$ cat config.mk
export PLATFORM = sky130hd
export DESIGN_NAME = fp16_mul_normalize
export DESIGN_NICKNAME = d
export VERILOG_FILES = /design/src/rtl/fp16_mul_normalize.sv
export SDC_FILE = /design/constraint.sdc
export NUM_CORES = 1
export LEC_CHECK = 0
export ABC_CLOCK_PERIOD_IN_PS = 2800
export CORE_MARGIN = 1.5
export CORE_UTILIZATION = 45
export CTS_BUF_LIST = sky130_fd_sc_hd__clkbuf_2 sky130_fd_sc_hd__clkbuf_4 sky130_fd_sc_hd__clkbuf_8
export CTS_CLUSTER_SIZE = 25
export DETAILED_ROUTE_END_ITERATION = 10
export PLACE_DENSITY = 0.75
export RECOVER_POWER = 25
export SKIP_LAST_GASP = 1
export SLEW_MARGIN = 10
export SYNTH_ARGS = -nofsm -noshare
export SYNTH_HDL_FRONTEND = slang
export SYNTH_SLANG_ARGS = --single-unit
$ cat constraint.sdc
create_clock -name clock -period 2.8 [get_ports clock]
set_clock_uncertainty 0.15 [all_clocks]
set_input_delay 0.42 -clock clock [delete_from_list [all_inputs] [get_ports clock]]
set_output_delay 0.42 -clock clock [all_outputs]
set_load 0.02 [all_outputs]
$ cat src/rtl/fp16_mul_normalize.sv
// Sign/exponent datapath and post-normalisation around the fp16 significand multiplier.
// Operand classes travel alongside the multiplier; the product is normalised, rounded (RNE) and packed.
module fp16_mul_normalize #(
   parameter int MUL_LAT = 10
) (
   input  logic        clock,
   input  logic        resetn,
   input  logic        in_valid,
   input  logic [15:0] in_a,
   input  logic [15:0] in_b,
   output logic [10:0] sg_a,
   output logic [10:0] sg_b,
   input  logic [21:0] sg_product,
   output logic        out_valid,
   output logic [15:0] out_prod,
   output logic        out_ovf,
   output logic        out_unf,
   output logic        out_inv
);

   localparam int CLS_NAN  = 2;
   localparam int CLS_INF  = 1;
   localparam int CLS_ZERO = 0;

   // Per-operand class {nan, inf, zero}; subnormals count as zero.
   function automatic logic [2:0] classify(input logic [15:0] x);
      logic e_max;
      e_max = (x[14:10] == 5'd31);
      return {e_max & (x[9:0] != 10'd0), e_max & (x[9:0] == 10'd0), x[14:10] == 5'd0};
   endfunction

   function automatic logic [10:0] significand(input logic [15:0] x);
      return (x[14:10] != 5'd0) ? {1'b1, x[9:0]} : 11'd0;
   endfunction

   logic [2:0]  w_cls_a;
   logic [2:0]  w_cls_b;
   logic [2:0]  w_cls;
   logic        w_nan;
   logic        w_inf;
   logic [6:0]  w_esum;

   logic [MUL_LAT-1:0] r_dl_valid;
   logic [MUL_LAT-1:0] r_dl_sign;
   logic [6:0]         r_dl_esum [MUL_LAT];
   logic [2:0]         r_dl_cls  [MUL_LAT];

   logic [9:0]  w_n1_mant;
   logic        w_n1_guard;
   logic        w_n1_sticky;
   logic [6:0]  w_n1_e;

   logic        r_n1_valid;
   logic        r_n1_sign;
   logic [2:0]  r_n1_cls;
   logic [6:0]  r_n1_e;
   logic [9:0]  r_n1_mant;
   logic        r_n1_guard;
   logic        r_n1_sticky;

   logic        w_round_up;
   logic [10:0] w_mant_sum;
   logic [6:0]  w_n2_e;
   logic [15:0] w_res_prod;
   logic        w_res_ovf;
   logic        w_res_unf;
   logic        w_res_inv;

   assign sg_a = significand(in_a);
   assign sg_b = significand(in_b);

   // Combine operand classes with nan > inf > zero precedence; inf x zero is invalid.
   always_comb begin
      w_cls_a = classify(in_a);
      w_cls_b = classify(in_b);
      w_nan   = w_cls_a[CLS_NAN] | w_cls_b[CLS_NAN]
              | (w_cls_a[CLS_INF] & w_cls_b[CLS_ZERO])
              | (w_cls_b[CLS_INF] & w_cls_a[CLS_ZERO]);
      w_inf   = (w_cls_a[CLS_INF] | w_cls_b[CLS_INF]) & ~w_nan;
      w_cls   = {w_nan, w_inf, (w_cls_a[CLS_ZERO] | w_cls_b[CLS_ZERO]) & ~w_nan & ~w_inf};
      w_esum  = {2'b00, in_a[14:10]} + {2'b00, in_b[14:10]} - 7'd15;
   end

   // Delay line matching the multiplier latency.
   always_ff @(posedge clock or negedge resetn) begin
      if (!resetn) begin
         r_dl_valid <= '0;
         r_dl_sign  <= '0;
         for (int i = 0; i < MUL_LAT; i++) begin
            r_dl_esum[i] <= 7'd0;
            r_dl_cls[i]  <= 3'd0;
         end
      end else begin
         r_dl_valid[0] <= in_valid;
         r_dl_sign[0]  <= in_a[15] ^ in_b[15];
         r_dl_esum[0]  <= w_esum;
         r_dl_cls[0]   <= w_cls;
         for (int i = 1; i < MUL_LAT; i++) begin
            r_dl_valid[i] <= r_dl_valid[i-1];
            r_dl_sign[i]  <= r_dl_sign[i-1];
            r_dl_esum[i]  <= r_dl_esum[i-1];
            r_dl_cls[i]   <= r_dl_cls[i-1];
         end
      end
   end

   // Normalise: the product of two [1,2) significands lies in [1,4).
   always_comb begin
      w_n1_mant   = 10'd0;
      w_n1_guard  = 1'b0;
      w_n1_sticky = 1'b0;
      w_n1_e      = 7'd0;
      if (sg_product[21]) begin
         w_n1_mant   = sg_product[20:11];
         w_n1_guard  = sg_product[10];
         w_n1_sticky = |sg_product[9:0];
         w_n1_e      = r_dl_esum[MUL_LAT-1] + 7'd1;
      end else begin
         w_n1_mant   = sg_product[19:10];
         w_n1_guard  = sg_product[9];
         w_n1_sticky = |sg_product[8:0];
         w_n1_e      = r_dl_esum[MUL_LAT-1];
      end
   end

   // N1 stage registers.
   always_ff @(posedge clock or negedge resetn) begin
      if (!resetn) begin
         r_n1_valid  <= 1'b0;
         r_n1_sign   <= 1'b0;
         r_n1_cls    <= 3'd0;
         r_n1_e      <= 7'd0;
         r_n1_mant   <= 10'd0;
         r_n1_guard  <= 1'b0;
         r_n1_sticky <= 1'b0;
      end else begin
         r_n1_valid  <= r_dl_valid[MUL_LAT-1];
         r_n1_sign   <= r_dl_sign[MUL_LAT-1];
         r_n1_cls    <= r_dl_cls[MUL_LAT-1];
         r_n1_e      <= w_n1_e;
         r_n1_mant   <= w_n1_mant;
         r_n1_guard  <= w_n1_guard;
         r_n1_sticky <= w_n1_sticky;
      end
   end

   // Round to nearest even, then resolve the result with special classes taking priority.
   always_comb begin
      w_round_up = r_n1_guard & (r_n1_sticky | r_n1_mant[0]);
      w_mant_sum = {1'b0, r_n1_mant} + {10'd0, w_round_up};
      w_n2_e     = r_n1_e + {6'd0, w_mant_sum[10]};
      w_res_prod = 16'd0;
      w_res_ovf  = 1'b0;
      w_res_unf  = 1'b0;
      w_res_inv  = 1'b0;
      if (r_n1_cls[CLS_NAN]) begin
         w_res_prod = 16'h7E00;
         w_res_inv  = 1'b1;
      end else if (r_n1_cls[CLS_INF]) begin
         w_res_prod = {r_n1_sign, 15'h7C00};
      end else if (r_n1_cls[CLS_ZERO]) begin
         w_res_prod = {r_n1_sign, 15'h0000};
      end else if ($signed(w_n2_e) >= 7'sd31) begin
         w_res_prod = {r_n1_sign, 15'h7C00};
         w_res_ovf  = 1'b1;
      end else if ($signed(w_n2_e) <= 7'sd0) begin
         w_res_prod = {r_n1_sign, 15'h0000};
         w_res_unf  = 1'b1;
      end else begin
         w_res_prod = {r_n1_sign, w_n2_e[4:0], w_mant_sum[9:0]};
      end
   end

   // Output registers hold their last value across bubbles.
   always_ff @(posedge clock or negedge resetn) begin
      if (!resetn) begin
         out_valid <= 1'b0;
         out_prod  <= 16'd0;
         out_ovf   <= 1'b0;
         out_unf   <= 1'b0;
         out_inv   <= 1'b0;
      end else begin
         out_valid <= r_n1_valid;
         if (r_n1_valid) begin
            out_prod <= w_res_prod;
            out_ovf  <= w_res_ovf;
            out_unf  <= w_res_unf;
            out_inv  <= w_res_inv;
         end
      end
   end

endmodule

# --- Word level (Yosys, flattened, before mapping) ---
# Cells that the tools add are included.
op_classes:
  reduce_logical: 10
  bitwise: 19
  n_addsub: 5
  magnitude_cmp: 2
  muxes: 21
  eq_ne: 2
op_table:
  columns: ["op", "count"]
  rows:
  - ["$mux 15", 4]
  - ["$mux 11", 2]
  - ["$logic_not 10->1", 2]
  - ["$reduce_bool 10->1", 2]
  - ["$mux 16", 1]
  - ["$mux 1", 12]
  - ["$add 10x1->11", 1]
  - ["$and 1x1->1", 10]
  - ["$eq 5x5->1 const B", 2]
  - ["$logic_not 5->1", 2]
  - ["$mux 10", 1]
  - ["$reduce_bool 5->1", 2]
  - ["$reduce_or 10->1", 1]
  - ["$reduce_or 9->1", 1]
  - ["$add 7x1->7", 1]
  - ["$add 7x1->7 const B", 1]
  - ["$ge 7x6->1 const B", 1]
  - ["$le 7x1->1 const B", 1]
  - ["$mux 7", 1]
  - ["$sub 6x4->7 const B", 1]
  - ["$add 5x5->6", 1]
  - ["$or 1x1->1", 6]
  - ["$not 1->1", 2]
  - ["$xor 1x1->1", 1]
word_totals:
  out_inout_bits: 42
  in_bits: 57
  elab_cells: 93
  regBits: 164

# --- Logic depth before layout (Yosys ltp) ---
# Gate-level depths: netlist of the first run.
logic_depth:
  word_depth: 10
  mapped_depth: 13
  depth_no_buf: 13

# --- Least setup slack after synthesis of the first run ---
# No wires, ideal clock.
synth_path:
  path_type: "register to register"
  from: "register r_n1_mant[0]"
  to: "register out_prod[9]"
  period_less_slack_ns: 3.063
  n_path_buf: 0
  path_slack_ns: -0.263
  path_stages_with_launch: 14
  setup_ns: 0.104
  required_time_ns: 2.546
  t_arrival_ns: 2.809
  path_cell_list: "dfrtp_1 o21a_1 ha_1 ha_1 nand3_1 nor2_1 and3_1 ha_1 ha_1 xor2_1 and3_1 a311oi_4 nand2_1 o41ai_2"
synth_via:
  elab_chain_len: 10
  elab_cells_between_ends: 11
  cone_classes: "add/sub: 2; order compare: 2; mux: 5; bitwise: 2"
synth_lines:
  columns: ["item", "line_no", "text"]
  rows:
  - ["from (decl)", "57", "logic [9:0] r_n1_mant;"]
  - ["from (signal assigned)", "141", "r_n1_mant <= w_n1_mant;"]
  - ["$or 1x1->1", "149", "w_round_up = r_n1_guard & (r_n1_sticky | r_n1_mant[0]);"]
  - ["$and 1x1->1", "149", null]
  - ["$add 10x1->11 (*)", "150", "w_mant_sum = {1'b0, r_n1_mant} + {10'd0, w_round_up};"]
  - ["$add 7x1->7", "151", "w_n2_e = r_n1_e + {6'd0, w_mant_sum[10]};"]
  - ["$le 7x1->1", "166", "end else if ($signed(w_n2_e) <= 7'sd0) begin"]
  - ["$mux 15", "166", null]
  - ["$mux 15 (*)", "163", "end else if ($signed(w_n2_e) >= 7'sd31) begin"]
  - ["$mux 15 (*)", "161", "end else if (r_n1_cls[CLS_ZERO]) begin"]
  - ["$mux 15 (*)", "159", "end else if (r_n1_cls[CLS_INF]) begin"]
  - ["$mux 16 (*)", "156", "if (r_n1_cls[CLS_NAN]) begin"]
  - ["to (signal assigned)", "185", "out_prod <= w_res_prod;"]
  - ["to (decl)", "15", "output logic [15:0] out_prod,"]
# Mark *: on every way between the ends. The rest lies on a longest branch, timed or not.
# A chain may end at the register's enable or synchronous reset.

# --- Worst setup path in the final report of the first run ---
layout_path:
  from: "register r_n1_mant[0]"
  to: "register out_unf"
layout_via:
  elab_chain_len: 10
  elab_cells_between_ends: 11
  cone_classes: "add/sub: 2; order compare: 2; mux: 5; bitwise: 2"
layout_lines:
  columns: ["item", "line_no", "text"]
  rows:
  - ["$or 1x1->1", "149", null]
  - ["$and 1x1->1", "149", null]
  - ["$add 10x1->11 (*)", "150", null]
  - ["$add 7x1->7 (*)", "151", null]
  - ["$le 7x1->1", "166", null]
  - ["$mux 1", "166", null]
  - ["$mux 1 (*)", "163", null]
  - ["$mux 1 (*)", "161", null]
  - ["$mux 1 (*)", "159", null]
  - ["$mux 1 (*)", "156", null]
  - ["to (signal assigned)", "187", "out_unf <= w_res_unf;"]
  - ["to (decl)", "17", "output logic out_unf,"]
# Marks and branches as above.

==> results of run 1 <==
[routing by layer]
layer / up-vias / GRT usage / share of wire
met4: 0 / 0.0792 / 0.023
met2: 120 / 0.285 / 0.52
met5: - / 0 / 0
met3: 16 / 0.0487 / 0.047
li1: 1553 / - / -
met1: 1639 / 0.191 / 0.41
[per-stage QoR]
stage	setup slack, ps	area [um^2]	cells
floorplan	-66.3	5660	375
global route	-214	7550	698
finish	-117	7550	698
global placement	-107	7010	659
CTS	-102	7390	691
detailed placement	-193	7010	659
[cell usage after synthesis, types with 2 or more instances]
| cell | n | area, um^2 |
|---|---|---|
| a21o_1 | 2 | 15.0 |
| a21oi_1 | 7 | 35.0 |
| and2b_1 | 8 | 60.1 |
| and3_1 | 6 | 37.5 |
| clkbuf_1 | 5 | 18.8 |
| dfrtp_1 | 164 | 4100 |
| ha_1 | 14 | 175 |
| inv_1 | 25 | 93.8 |
| mux2_2 | 14 | 158 |
| nand2_1 | 10 | 37.5 |
| nand3_1 | 9 | 45.0 |
| nand4_1 | 2 | 12.5 |
| nor2_1 | 17 | 63.8 |
| nor2b_1 | 14 | 87.6 |
| nor3_1 | 4 | 20.0 |
| nor4_1 | 5 | 31.3 |
| o21a_1 | 3 | 22.5 |
| o21ai_0 | 8 | 40.0 |
| o22ai_1 | 10 | 62.6 |
| or2_2 | 2 | 12.5 |
| or4_1 | 3 | 22.5 |
| xnor2_1 | 13 | 114 |
| xor2_1 | 9 | 78.8 |
[what timing repair did]
action,CTS,global route
resized for setup,24,39
pin swaps,2,17
hold buffers,1,0
setup buffers,0,5
cloned,0,2
endpoints found under the hold margin,76,0
setup endpoints to repair,34,26
[state kept, by name, summed over array words and instances, names as in the netlist, 3 cells and up]
register / count
r_dl_cls: 30
r_dl_sign: 10
r_n1_cls: 3
out_prod: 16
r_n1_e: 7
r_dl_valid: 10
r_n1_mant: 10
r_dl_esum: 70
[area by class of cell]
type | count | share of cell area
timing repair buffer | 129 | 0.158
clock inverter | 10 | 0.0131
sequential | 164 | 0.543
inverter | 25 | 0.0124
tap | 168 | 0.0278
clock buffer | 21 | 0.0374
multi-input combinational | 181 | 0.208
[report_power, final]
part,internal [mW],switching [mW]
clock network,0.787,0.799
registers,2.69,0.162
logic,0.403,0.388
total,3.88,1.35
[cell families after synthesis]
| logic type | count (synthesis) | synth area share |
|---|---|---|
| buf+inv | 31 | 0.0220 |
| mux | 15 | 0.0300 |
| simple gates | 89 | 0.0921 |
| compound gates | 39 | 0.0513 |
| xor+xnor | 22 | 0.0345 |
| fa+ha+maj | 15 | 0.0350 |
| flops | 164 | 0.735 |
[worst max-delay path by stage]
stage	cells after the start	end	from
after floorplan	13	out_unf	r_n1_mant[0]
after global placement	6	sg_a[3]	in_a[11]
after detailed placement	6	sg_a[2]	in_a[11]
after CTS	13	out_prod[9]	r_n1_sticky
after global routing	14	out_prod[3]	r_n1_mant[0]
final	13	out_unf	r_n1_mant[0]
==> qor.yml, run 1 <==
synth:
  ys.flop_type: "dfrtp_1"
  synth_seq_area_share: 0.735
  synth_seq_cells: 164
  synth_area_per_cell_um2: 14.9
  netlist_area_um2: 5580
  synth-edff-count: 0
  async_flop_share: 1.00
  synth_warnings: 0
  syn_inst: 375
  syn-num-nets: 447
  netlist-cell-type-count: 44
sta:
  final_max_slew_viol_count: 0
  fmaxAchievable_ghz: 0.343
  layout_min_cycle_time_ps: 2920
  fin_hold_ws_ps: 194
  hold_viol: 0
  fin_crit_sh: 1.04
  postLayoutSetupSlackWorst_ps: -117
  relSlewSlack: 0.529
  worst_pin_slew_ps: 706
  setup_tns_ps: -1030
  setup_violations: 12
  rsz0062_at_grt: "true"
outcome:
  violations: "setup timing"
  status: "complete, but fails checks"
critical_path:
  cp-start-kind: "register"
  reg2reg_to: "out_unf"
  end_kind: "register"
  cp_top_family: "simple AND/OR/NAND/NOR gates"
  r2r_slack_ps: -120
  worstPathRequired_ps: 2990
  crit_arrival_ps: 3110
  reg2reg_depth: 13
  rr_startpoint: "r_n1_mant[0]"
  critPathKind: "reg2reg"
  slowest_delay_ps: 410
  path_cells: "o21a_1, ha_4, ha_4, nand3_4, nor2_4, and3_4, ha_4, ha_4, or4_4, nor3_2, a41oi_2, o21a_1, o32ai_2"
  cp_common_cell: "ha_4"
  slowest_stage: "or4_4"
  cp_max_fo: 4
  crit_buf_inv: 0
finish:
  nNetsFinal: 590
  mostFrequentLayoutCells: "dfrtp_1 (164), clkdlybuf4s50_1 (74), buf_4 (28)"
  layout_commonest_cell: "dfrtp_1"
  drive_gt1_frac: 0.223
  area_growth_pct: 35.3
  final_util: 0.626
  ff_latch_area_um2: 4100
  nFillCells: 913
  n_antenna_cell: 0
  multi_input_area_um2: 1570
floorplanning:
  rows: 40
  die_height_um: 114
  start_util: 0.463
  dieArea_um2: 13100
  core_um2: 12100
  die_x_um: 114
  pin_count: 99
detailed_routing:
  dr.pass1.iters: 4
  wl_um: 10100
  antenna_left: 0
  drc: 0
  vias_per_cell: 4.77
  wire_per_inst_um: 14.4
  drtIter0Drc: 214
  num_vias: 3328
global_routing:
  grtUsageTotal: 0.166
  grt_pass1_wl_um: 16600
  antenna_found_initial: 0
  gr-total-overflow: 0
  grt_start_max_net_pins: 80
  grt_pass1_vias: 3689
run:
  cap_violations: 0
place:
  port-buffer-count: 98
  dp_hpwl_um: 7060
  routabilityCongestion: 0.831
clocking:
  numCtsBuffers: 17
  insertion_delay_ps: 430
  root_buffer: "clkbuf_8"
  cts_tree: "built"
  clock_sinks: 164
  htreeDepth: 4
  clockBufferDepth: 2
  path_clk_slew_ps: 80
pwr:
  p_per_area_nw_per_um2: 692
  leakagePower_nw: 3.43
  fin_total_pwr_mw: 5.22
  max-vdd-ir-drop_v: 0.000312
min_path:
  hold_end: "r_dl_valid[6]"
  worstHoldStart: "r_dl_valid[5]"
  min_path_cells: 0
  holdCritPathClass: "reg2reg"
Power figures use the tool's default switching activity.
==> inputs of run 2 (changes only) <==
--- a/config.mk
+++ b/config.mk
@@ -5,13 +5,13 @@
 export SDC_FILE = /design/constraint.sdc
 export NUM_CORES = 1
 export LEC_CHECK = 0
-export ABC_CLOCK_PERIOD_IN_PS = 2800
+export ABC_CLOCK_PERIOD_IN_PS = 3600
 export CORE_MARGIN = 1.5
 export CORE_UTILIZATION = 45
 export CTS_BUF_LIST = sky130_fd_sc_hd__clkbuf_2 sky130_fd_sc_hd__clkbuf_4 sky130_fd_sc_hd__clkbuf_8
 export CTS_CLUSTER_SIZE = 25
 export DETAILED_ROUTE_END_ITERATION = 10
-export PLACE_DENSITY = 0.75
+export PLACE_DENSITY = 0.72
 export RECOVER_POWER = 25
 export SKIP_LAST_GASP = 1
 export SLEW_MARGIN = 10
==> constraint.sdc (replaced) <==
create_clock -name clock -period 3.6 [get_ports clock]
set_clock_uncertainty 0.15 [all_clocks]
set_input_delay 0.54 -clock clock [delete_from_list [all_inputs] [get_ports clock]]
set_output_delay 0.54 -clock clock [all_outputs]
set_load 0.02 [all_outputs]
==> qor.yml, run 2 (synthesized netlist as in run 1, its figures left out) <==
critical_path:
  reg2reg_depth: 13  # unchanged
  cp_max_fo: 4  # unchanged
  critPathKind: "reg2reg"  # unchanged
  cp_common_cell: "ha_1"  # was ha_4
  path_cells: "o21a_1, ha_1, ha_1, nand3_1, nor2_1, and3_1, ha_1, ha_1, xor2_1, and3_1, a311oi_4, nand2_1, o41ai_2"  # was o21a_1, ha_4, ha_4, nand3_4, nor2_4, and3_4, ha_4, ha_4, or4_4, nor3_2, a41oi_2, o21a_1, o32ai_2
  worstPathRequired_ps: 3790  # was 2990 ps
  slowest_stage: "a311oi_4"  # was or4_4
  cp_num_cells: 13  # unchanged
  crit_buf_inv: 0  # unchanged
  cp_top_family: "adder cells"  # was simple AND/OR/NAND/NOR gates
  cp-start-kind: "register"  # unchanged
  crit_arrival_ps: 3470  # was 3110 ps
  slowest_delay_ps: 400  # was 410 ps
  end_kind: "register"  # unchanged
clocking:
  cts_setup_buffers: 0  # unchanged
  cts.repair.resized: 0  # was 24
  clockBufferDepth: 2  # unchanged
  root_buffer: "clkbuf_8"  # unchanged
  insertion_delay_ps: 420  # was 430 ps
  path_clk_slew_ps: 90  # was 80 ps
  htreeDepth: 4  # unchanged
  clock_sinks: 164  # unchanged
  numCtsBuffers: 17  # unchanged
  cts_tree: "built"  # unchanged
global_routing:
  grt_pass1_vias: 3268  # was 3,689
  grt_pass1_wl_um: 14300  # was 16,600 um
  grtUsageTotal: 0.142  # was 0.166
  grt_start_max_net_pins: 84  # was 80
  gr-total-overflow: 0  # unchanged
  antenna_found_initial: 0  # unchanged
floorplanning:
  die_x_um: 114  # unchanged
  dieArea_um2: 13100  # unchanged
  rows: 40  # unchanged
  pin_count: 99  # unchanged
  die_height_um: 114  # unchanged
  core_um2: 12100  # unchanged
  start_util: 0.463  # unchanged
pwr:
  p_switching_mw: 1.05  # was 1.35 mW
  comb_power_share: 0.132  # was 0.151
  max-vdd-ir-drop_v: 0.000234  # was 0.000312 V
  p_int_mw: 3.02  # was 3.88 mW
  leakagePower_nw: 3.27  # was 3.43 nW
  p_per_area_nw_per_um2: 563  # was 692 nW/um^2
  clockPowerShare: 0.327  # was 0.304
  fin_total_pwr_mw: 4.07  # was 5.22 mW
  power_frac_seq: 0.541  # was 0.545
  switching_share: 0.258  # about the same
detailed_routing:
  drc: 0  # unchanged
  num_vias: 3143  # was 3,328
  wire_per_inst_um: 12.5  # was 14.4 um
  dr.pass1.iters: 4  # unchanged
  wl_um: 8400  # was 10,100 um
  drtIter0Drc: 213  # was 214
  vias_per_cell: 4.67  # was 4.77
  antenna_left: 0  # unchanged
sta:
  rsz0062_at_grt: "false"  # was true
  relSlewSlack: 0.524  # was 0.529
  worst_pin_slew_ps: 714  # was 706 ps
  final_max_slew_viol_count: 0  # unchanged
  hold_viol: 0  # unchanged
  fmaxAchievable_ghz: 0.304  # was 0.343 GHz
  layout_min_cycle_time_ps: 3290  # was 2920 ps
  fin_crit_sh: 0.913  # was 1.04
  setup_violations: 0  # was 12
  setup_tns_ps: 0  # was -1030 ps
finish:
  drive_gt1_frac: 0.125  # was 0.223
  n_antenna_cell: 0  # unchanged
  layout_commonest_cell: "dfrtp_1"  # unchanged
  largestRegisters: "r_dl_esum (70), r_dl_cls (30), out_prod (16)"  # unchanged
  area_growth_pct: 29.4  # was 35.3%
  mostFrequentLayoutCells: "dfrtp_1 (164), clkdlybuf4s50_1 (97), inv_1 (25)"  # was dfrtp_1 (164), clkdlybuf4s50_1 (74), buf_4 (28)
  nNetsFinal: 564  # was 590
  largest_reg_flops: 70  # unchanged
  top_register: "r_dl_esum"  # unchanged
place:
  port-buffer-count: 98  # unchanged
  routabilityCongestion: 0.810  # was 0.831
  dp_hpwl_um: 5980  # was 7060 um
outcome:
  status: "finished clean"  # was complete, but fails checks
run:
  cap_violations: 0  # unchanged
min_path:
  holdCritPathClass: "reg2reg"  # unchanged
  min_path_cells: 0  # unchanged
[run 2: changes by cell type in the layout (fill, tap and decap cells not counted), moves of 3 or more]
| cell | previous run | this run |
|---|---|---|
| and3_4 | 3 | 0 |
| buf_4 | 28 | 4 |
| clkbuf_2 | 5 | 0 |
| clkdlybuf4s15_1 | 4 | 0 |
| clkdlybuf4s50_1 | 74 | 97 |
| dlygate4sd2_1 | 13 | 0 |
| ha_1 | 10 | 14 |
| ha_4 | 4 | 0 |
| o22ai_1 | 1 | 10 |
| o22ai_2 | 9 | 0 |
[run 2: layer usage]
layer | part of all wire | GRT usage | routed length [um] | vias to the layer above
met5 | 0 | 0 | 0 | -
met4 | 0.015 | 0.0483 | 126 | 0
met3 | 0.062 | 0.0572 | 519 | 15
met2 | 0.52 | 0.244 | 4320 | 102
met1 | 0.41 | 0.160 | 3430 | 1530
li1 | - | - | - | 1496
[run 2: repair_timing]
| action | CTS | global route |
|---|---|---|
| endpoints found under the hold margin | 6 | 0 |
| hold buffers | 1 | 0 |
| endpoints found under the setup margin | 0 | 0 |
[run 2: metrics by stage]
step | cells | util | setup WS [ps] | hold slack [ps] | instance area, um^2
floorplan | 375 | - | 537 | 94.4 | 5580
global placement | 640 | 0.563 | 374 | 181 | 6800
detailed placement | 640 | 0.563 | 308 | 185 | 6800
CTS | 673 | 0.599 | 303 | 195 | 7220
global route | 673 | 0.599 | 116 | 202 | 7220
finish | 673 | 0.599 | 313 | 193 | 7220
[run 2: layout make-up]
| type | count | area, um^2 |
|---|---|---|
| clock buffers | 18 | 248 |
| clock inverters | 14 | 170 |
| fillers | 947 | 4840 |
| inverters | 25 | 93.8 |
| multi-input cells | 180 | 1360 |
| flip-flops and latches | 164 | 4100 |
| well taps | 168 | 210 |
| repair buffers | 104 | 1040 |
[run 2: final timing paths]
check,startpoint,end,slack [ps]
max in group asynchronous,resetn,r_n1_mant[0],1960
min in group asynchronous,resetn,out_valid,550
worst max-delay path,r_n1_mant[0],out_prod[9],310
worst min register to register,r_dl_cls[2],r_n1_cls[2],190
worst max register to register,r_n1_mant[0],out_prod[9],310
worst min-delay path,r_dl_cls[2],r_n1_cls[2],190
[run 2: power groups by stage]
stage	clock [mW]	combinational (mW)	sequential (mW)
CTS	1.38	0.544	2.20
floorplan	0	0.227	2.26
global placement	0	0.528	2.22
finish	1.33	0.537	2.20
detailed placement	0	0.540	2.24
global route	1.47	0.590	2.23
[run 2: worst reg2reg max path, stage by stage (launching register included)]
cell	delay, ps
dfrtp_1	390
o21a_1	180
ha_1	200
ha_1	210
nand3_1	110
nor2_1	80
and3_1	180
ha_1	240
ha_1	260
xor2_1	180
and3_1	220
a311oi_4	400
nand2_1	130
o41ai_2	270
==> inputs of run 3 (changes only) <==
--- a/config.mk
+++ b/config.mk
@@ -5,7 +5,6 @@
 export SDC_FILE = /design/constraint.sdc
 export NUM_CORES = 1
 export LEC_CHECK = 0
-export ABC_CLOCK_PERIOD_IN_PS = 3600
 export CORE_MARGIN = 1.5
 export CORE_UTILIZATION = 45
 export CTS_BUF_LIST = sky130_fd_sc_hd__clkbuf_2 sky130_fd_sc_hd__clkbuf_4 sky130_fd_sc_hd__clkbuf_8
==> results of run 3 <==
Final layout, timing and power as in run 2 (identical DEF).
